File: src/rtl/cpu_pkg.sv
// rtl/cpu_pkg.sv - shared widths, reset PC and fetch FSM encoding
package cpu_pkg;

    localparam int ADDR_W_DEF = 16;
    localparam int DATA_W_DEF = 16;
    localparam logic [ADDR_W_DEF-1:0] RESET_PC_DEF = '0;

    typedef enum logic [1:0] {
        IDLE  = 2'd0,
        ISSUE = 2'd1,
        WAIT  = 2'd2,
        DRAIN = 2'd3
    } fetch_state_t;

endpackage

File: src/rtl/fetch_buffer.sv
// rtl/fetch_buffer.sv - one-entry instruction/pc holding register
module fetch_buffer #(
    parameter int ADDR_W = 16,
    parameter int DATA_W = 16
) (
    input  logic              clk,
    input  logic              resetn,
    input  logic              capture,
    input  logic [DATA_W-1:0] cap_data,
    input  logic [ADDR_W-1:0] cap_pc,
    input  logic              consume,
    input  logic              flush,
    output logic              buf_valid,
    output logic [DATA_W-1:0] buf_data,
    output logic [ADDR_W-1:0] buf_pc
);

    // Flush beats capture beats consume; capture+consume keeps the new word valid
    always_ff @(posedge clk or negedge resetn) begin
        if (!resetn) begin
            buf_valid <= 1'b0;
            buf_data  <= '0;
            buf_pc    <= '0;
        end else if (flush) begin
            buf_valid <= 1'b0;
        end else if (capture) begin
            buf_valid <= 1'b1;
            buf_data  <= cap_data;
            buf_pc    <= cap_pc;
        end else if (consume) begin
            buf_valid <= 1'b0;
        end
    end

endmodule

File: src/rtl/instruction_fetch_unit.sv
// rtl/instruction_fetch_unit.sv - PC, single-outstanding fetch FSM and IR load
module instruction_fetch_unit
    import cpu_pkg::*;
#(
    parameter int                ADDR_W   = ADDR_W_DEF,
    parameter int                DATA_W   = DATA_W_DEF,
    parameter logic [ADDR_W-1:0] RESET_PC = RESET_PC_DEF
) (
    input  logic              clk,
    input  logic              resetn,
    input  logic              run,
    output logic              mem_req,
    output logic [ADDR_W-1:0] mem_addr,
    input  logic              mem_gnt,
    input  logic              mem_rvalid,
    input  logic [DATA_W-1:0] mem_rdata,
    input  logic              ir_ready,
    output logic              ir_load,
    output logic [DATA_W-1:0] instr_out,
    output logic [ADDR_W-1:0] instr_pc,
    input  logic              redirect_valid,
    input  logic [ADDR_W-1:0] redirect_pc
);

    fetch_state_t      state, state_nxt;
    logic [ADDR_W-1:0] pc;
    logic [ADDR_W-1:0] req_pc;
    logic              buf_valid;
    logic              capture;
    logic              can_issue;
    logic              granted;

    assign ir_load   = buf_valid & ir_ready & ~redirect_valid;
    assign can_issue = run & (~buf_valid | ir_load) & ~redirect_valid;
    assign mem_addr  = pc;
    assign granted   = mem_req & mem_gnt;

    // State register
    always_ff @(posedge clk or negedge resetn) begin
        if (!resetn) begin
            state <= IDLE;
        end else begin
            state <= state_nxt;
        end
    end

    // Next-state, request and buffer-capture decode; redirect overrides everything
    always_comb begin
        state_nxt = state;
        mem_req   = 1'b0;
        capture   = 1'b0;
        case (state)
            IDLE: begin
                if (run && !redirect_valid) begin
                    state_nxt = ISSUE;
                end
            end
            ISSUE: begin
                mem_req = can_issue;
                if (mem_req && mem_gnt) begin
                    state_nxt = WAIT;
                end else if (!run && !redirect_valid) begin
                    state_nxt = IDLE;
                end
            end
            WAIT: begin
                if (redirect_valid) begin
                    // A response arriving with the redirect is stale and closes the fetch
                    state_nxt = mem_rvalid ? ISSUE : DRAIN;
                end else if (mem_rvalid) begin
                    capture   = 1'b1;
                    state_nxt = ISSUE;
                end
            end
            DRAIN: begin
                // The squashed response still has to come back before a new request
                if (mem_rvalid) begin
                    state_nxt = ISSUE;
                end
            end
            default: state_nxt = IDLE;
        endcase
    end

    // Program counter and address of the in-flight request
    always_ff @(posedge clk or negedge resetn) begin
        if (!resetn) begin
            pc     <= RESET_PC;
            req_pc <= '0;
        end else if (redirect_valid) begin
            pc <= redirect_pc;
        end else if (granted) begin
            req_pc <= pc;
            pc     <= pc + 1'b1;
        end
    end

    fetch_buffer #(
        .ADDR_W (ADDR_W),
        .DATA_W (DATA_W)
    ) u_fetch_buffer (
        .clk       (clk),
        .resetn    (resetn),
        .capture   (capture),
        .cap_data  (mem_rdata),
        .cap_pc    (req_pc),
        .consume   (ir_load),
        .flush     (redirect_valid),
        .buf_valid (buf_valid),
        .buf_data  (instr_out),
        .buf_pc    (instr_pc)
    );

endmodule
File: config.mk
export PLATFORM = sky130hd
export DESIGN_NAME = instruction_fetch_unit
export DESIGN_NICKNAME = d
export VERILOG_FILES = /design/src/rtl/cpu_pkg.sv /design/src/rtl/fetch_buffer.sv /design/src/rtl/instruction_fetch_unit.sv
export SDC_FILE = /design/constraint.sdc
export NUM_CORES = 1
export LEC_CHECK = 0
export ABC_CLOCK_PERIOD_IN_PS = 1850
export BUFFER_PORTS_ARGS = -buffer_cell sky130_fd_sc_hd__buf_2
export CAP_MARGIN = 20
export CORE_UTILIZATION = 40
export CTS_BUF_LIST = sky130_fd_sc_hd__clkbuf_4
export DETAILED_ROUTE_END_ITERATION = 7
export PLACE_DENSITY_LB_ADDON = 0.3
export SLEW_MARGIN = 20
export SYNTH_ARGS = -nofsm -noshare
export SYNTH_HDL_FRONTEND = slang
export SYNTH_SLANG_ARGS = --single-unit
export TNS_END_PERCENT = 5
File: constraint.sdc
create_clock -name clk -period 1.85 [get_ports clk]
set_clock_uncertainty 0.05 [all_clocks]
set_input_delay 0.37 -clock clk [delete_from_list [all_inputs] [get_ports clk]]
set_output_delay 0.37 -clock clk [all_outputs]
set_load 0.1 [all_outputs]
# After elaboration in Yosys (flattened, before gate mapping)
# Cells that the tools add are included.
# word_totals
ff_bits	67
elab_cells	47
in_bits	39
out_inout_bits	50
# classes
add_sub_neg	1
n_reduce_logical	11
muxes	16
eq_ne	5
bitwise	8
# ops
operator	n
$mux W16	2
$add A16 B1 Y16 const B	1
$mux W2	6
$pmux W2 S4	1
$mux W1	7
$reduce_and A2 Y1	3
$and A1 B1 Y1	5
$eq A2 B2 Y1 const B	2
$logic_and A1 B1 Y1	3
$ne A3 B3 Y1 const B	1
$reduce_bool A3 Y1	1
$eq A2 B1 Y1 const B	1
$logic_not A1 Y1	2
$logic_not A2 Y1	1
$ne A2 B2 Y1 const B	1
$not A1 Y1	2
$reduce_bool A2 Y1	1
$or A1 B1 Y1	1

# Longest topological paths before layout
# logic_depth
depth_word	9
depth_mapped	7
depth_no_buf	5

# Hierarchy
# Synthesis repeated with hierarchy kept, for this count alone.
# hier_totals
cells_unflattened	257
area_unflattened_um2	3101.7
# modules_own_cells
mod	cells_each	n_inst	area_per_inst_um2	seq_area_each_um2
instruction_fetch_unit	184	1	1702.9	850.8
fetch_buffer	73	1	1398.8	825.8

# Worst setup path before layout
# OpenSTA, ideal clock, no wires.
# synth_timing
path_kind	input -> output
startpoint	in redirect_valid
endpoint	out mem_req
path_stages	2
n_path_buf	0
t_required_ns	1.430
arrival_ns	2.613
slack_ns	-1.183
cell_sequence	nand3b_4 > nor3_1
# synth_via
elab_chain_len	6
# synth_lines
item	line_no	rtl
start, declared	instruction_fetch_unit.sv:21	input logic redirect_valid,
$not A1 Y1 (no line) (*)	n/a	
$and A1 B1 Y1	instruction_fetch_unit.sv:33	assign ir_load = buf_valid & ir_ready & ~redirect_valid;
$or A1 B1 Y1	instruction_fetch_unit.sv:34	assign can_issue = run & (~buf_valid | ir_load) & ~redirect_valid;
$and A1 B1 Y1	instruction_fetch_unit.sv:34	
$and A1 B1 Y1 (*)	instruction_fetch_unit.sv:34	
$mux W1 (*)	instruction_fetch_unit.sv:52	case (state)
end, declared	instruction_fetch_unit.sv:12	output logic mem_req,
# Every way passes the cells marked *; elsewhere a longest branch is shown, timed or not.

# Worst setup path after layout
# layout_timing
startpoint	reg u_fetch_buffer.buf_valid
endpoint	out mem_req
# layout_via
elab_chain_len	6
elab_cells_between_ends	7
cone_classes	1 x mux; 6 x bitwise
# layout_lines
item	line_no	rtl
start, declared	fetch_buffer.sv:13	output logic buf_valid,
start signal, assigned	fetch_buffer.sv:21	buf_valid <= 1'b0;
start signal, assigned	fetch_buffer.sv:25	buf_valid <= 1'b0;
start signal, assigned	fetch_buffer.sv:27	buf_valid <= 1'b1;
$and A1 B1 Y1 (2 in a row)	instruction_fetch_unit.sv:33	
$or A1 B1 Y1 (*)	instruction_fetch_unit.sv:34	
$and A1 B1 Y1 (*) (2 in a row)	instruction_fetch_unit.sv:34	
$mux W1 (*)	instruction_fetch_unit.sv:52	
# Marks and branches as above.

==> metrics.csv <==
metric;value;unit
outcome;complete, but fails checks;
failed_checks;setup timing;
synthTopCellsByCount;dfrtp_1 (67), nand2_1 (54), mux2_2 (33);
yosys.area_share.simple;17.8;%
multi_input_area;1230;um2
core;6940;um2
rsz0062_at_grt;true;
cp_num_cells;4;
place_congestion;0.838;
reg2regPathDepth;5;
fmax;0.537;GHz
avgSynthCellArea;11.3;um2
slew_headroom;66.9;%
synth_xor_area_share;0.298;%
maxCapViolations;0;
fin_nets;412;
wire_per_inst;14.3;um
synthesis.area;2940;um2
cp-start-kind;flop;
pin_count;89;
async_reset_ff_share;100;%
cp-endpoint;mem_req;
seqCellArea;1690;um2
vias_per_cell;4.99;
clk_path_buf_depth;2;
worstPathCellList;nor2b_4, buf_6, nor3_4, buf_12;
cts.sinks;67;
synth_edf_count;0;
ant_nets;0;
diodes;0;
synth.area.top_cells;dfrtp_1 (57%), mux2_2 (13%), nand2_1 (6.9%);
cts-htree-levels;3;
synth_top_family_by_area;simple AND/OR/NAND/NOR gates;
clk_pin_slew;110;ps
hp-class;in -> reg;
worstReg2RegEnd;mem_addr[7];
synth_compound_area_share;7.48;%
crit_path_max_incr_delay;400;ps
path_max_fanout;2;
crit_arrival;1440;ps
grt_pass1_wl;11000;um
yosys_register_bits;67;
gr-total-overflow;0;
crit_buf_inv;2;
p_per_area;1490;nW/um2
p_leak;1.94;nW
yosys.area.top_type;dfrtp_1;
yosysWarnings;0;
num_vias;2360;
hpwl;4860;um
grt_max_degree;68;
crit_type;reg -> out;
critPathTopFamily;flip-flops;
dieArea;7700;um2
io_buffers;88;
die_y;87.8;um
fin_crit_sh;101;%
fin_tns_setup;-11.0;ps
muxShareOfSynthArea;14.3;%
required;1430;ps
finalWirelength;6760;um
min_period;1860;ps
worstSetupEndpointType;output pin;
setup_viol;1;
track_usage;19.0;%
syn-instance-count;260;
ir_worst_vdd;0.000815;V
synth_ff_type;dfrtp_1;
drc_errors;0;
drt-initial-drc-count;102;
holdWs;115;ps
root_buffer;clkbuf_4;
ys_types;41;
crit_path_start;u_fetch_buffer.buf_valid;
drive_gt1_share;47.7;%
start_util;42.4;%
reg2reg_slack;20;ps
cts_buffers;9;
yosysSeqAreaShare;57.0;%
fin_ws;-11.0;ps
r2r-start;state[0];
synthMostInstantiatedCell;dfrtp_1;
antenna_found_initial;0;
synth_top_area_share;57.0;%
dieWidth;87.8;um
cp_slowest_cell;dfrtp_1;
rows;30;
first_global_vias;2288;
clock_latency;410;ps
synth.net_count;300;
maxSlewViolCount;0;
worst_slew_pin_slew;500;ps
synthAdderAreaFrac;0.425;%
cts_tree;done;
finalHoldViolCount;0;
first_pass_iters;4;
fillers;617;
syn2layout_area_growth;32.1;%
## layout by cell type (no fill, tap or decap), types with 5 or more instances in the layout
cell and count:
buf_4 22, inv_1 5, mux2i_1 5, nand2_1 54
clkbuf_4 11, nor2_1 10, buf_2 85, o21ai_0 7
dfrtp_1 58, dfrtp_2 9, nand3_1 7, a221o_1 5
nand4_1 6, mux2_2 33
## kinds of logic after synthesis
group	Yosys count
AND/OR/NAND/NOR	105
flip-flops	67
multiplexers	38
AO/OA/AOI/OAI	29
buffers and inverters	19
XOR/XNOR	1
adder cells (fa/ha/maj)	1
## power by group
| part | switching (mW) | internal (mW) | total (mW) |
|---|---|---|---|
| clock network | 0.505 | 0.417 | 0.922 |
| logic | 2.32 | 0.520 | 2.84 |
| registers | 0.211 | 1.84 | 2.05 |
| total | 3.03 | 2.77 | 5.81 |
## per-layer routing
layer	GRT usage (%)	up-vias	part of all wire, %
met3	3.68	11	5.2
met5	0	-	0
met4	9.99	0	2.0
li1	-	1152	-
met1	25.7	1124	45
met2	28.9	73	48
## how the worst min path moves through the flow
stage | endpoint | cells past startpoint | slack, ps | start
2_1_floorplan | mem_addr[0] | 0 | 20 | resetn
3_3_place_gp | req_pc[1] | 2 | 370 | resetn
3_5_place_dp | req_pc[1] | 2 | 370 | resetn
4_1_cts | mem_addr[1] | 3 | 110 | redirect_pc[1]
5_1_grt | u_fetch_buffer.buf_data[7] | 2 | 110 | mem_rdata[7]
6_report | mem_addr[1] | 3 | 120 | redirect_pc[1]
## through the flow
stage          instance area (um2)  worst slack (ps)  total power [mW]  util, %  instances
3_3_place_gp                  3700              -113              4.89     53.3        455
5_1_grt                       3890             -77.2              6.08     56.0        473
3_5_place_dp                  3700              -145              4.93     53.3        455
6_report                      3890             -11.0              5.81     56.0        473
2_1_floorplan                 2970              -316              4.39        -        260
4_1_cts                       3870             -30.6              5.85     55.7        473
## tightest hold or removal path, stage by stage
cell and delay [ps]:
buf_2 80, nand2_1 40, o21ai_0 60
## layout make-up
type	instances	share of cell area, %
Clock inverter	6	1.45
Inverter	5	0.483
Multi-Input combinational cell	174	31.6
Clock buffer	10	1.93
Sequential cell	67	43.4
Timing Repair Buffer	115	18.1
Tap cell	96	3.09
## state kept, by name, indices dropped and copies added (netlist names)
signal,count
u_fetch_buffer.buf_data,16
u_fetch_buffer.buf_pc,16
mem_addr,16
state,2
req_pc,16
u_fetch_buffer.buf_valid,1
## repair_timing
| action | 4_1_cts | 5_1_grt |
|---|---|---|
| setup buffers | 1 | 0 |
| setup endpoints to repair | 3 | 11 |
| hold endpoints to repair | 67 | 0 |
| pin swaps | 2 | 0 |
| gates resized for setup | 4 | 5 |
| cloned | 0 | 0 |
| hold buffers | 1 | 0 |
(Power assumes the default switching activity.)
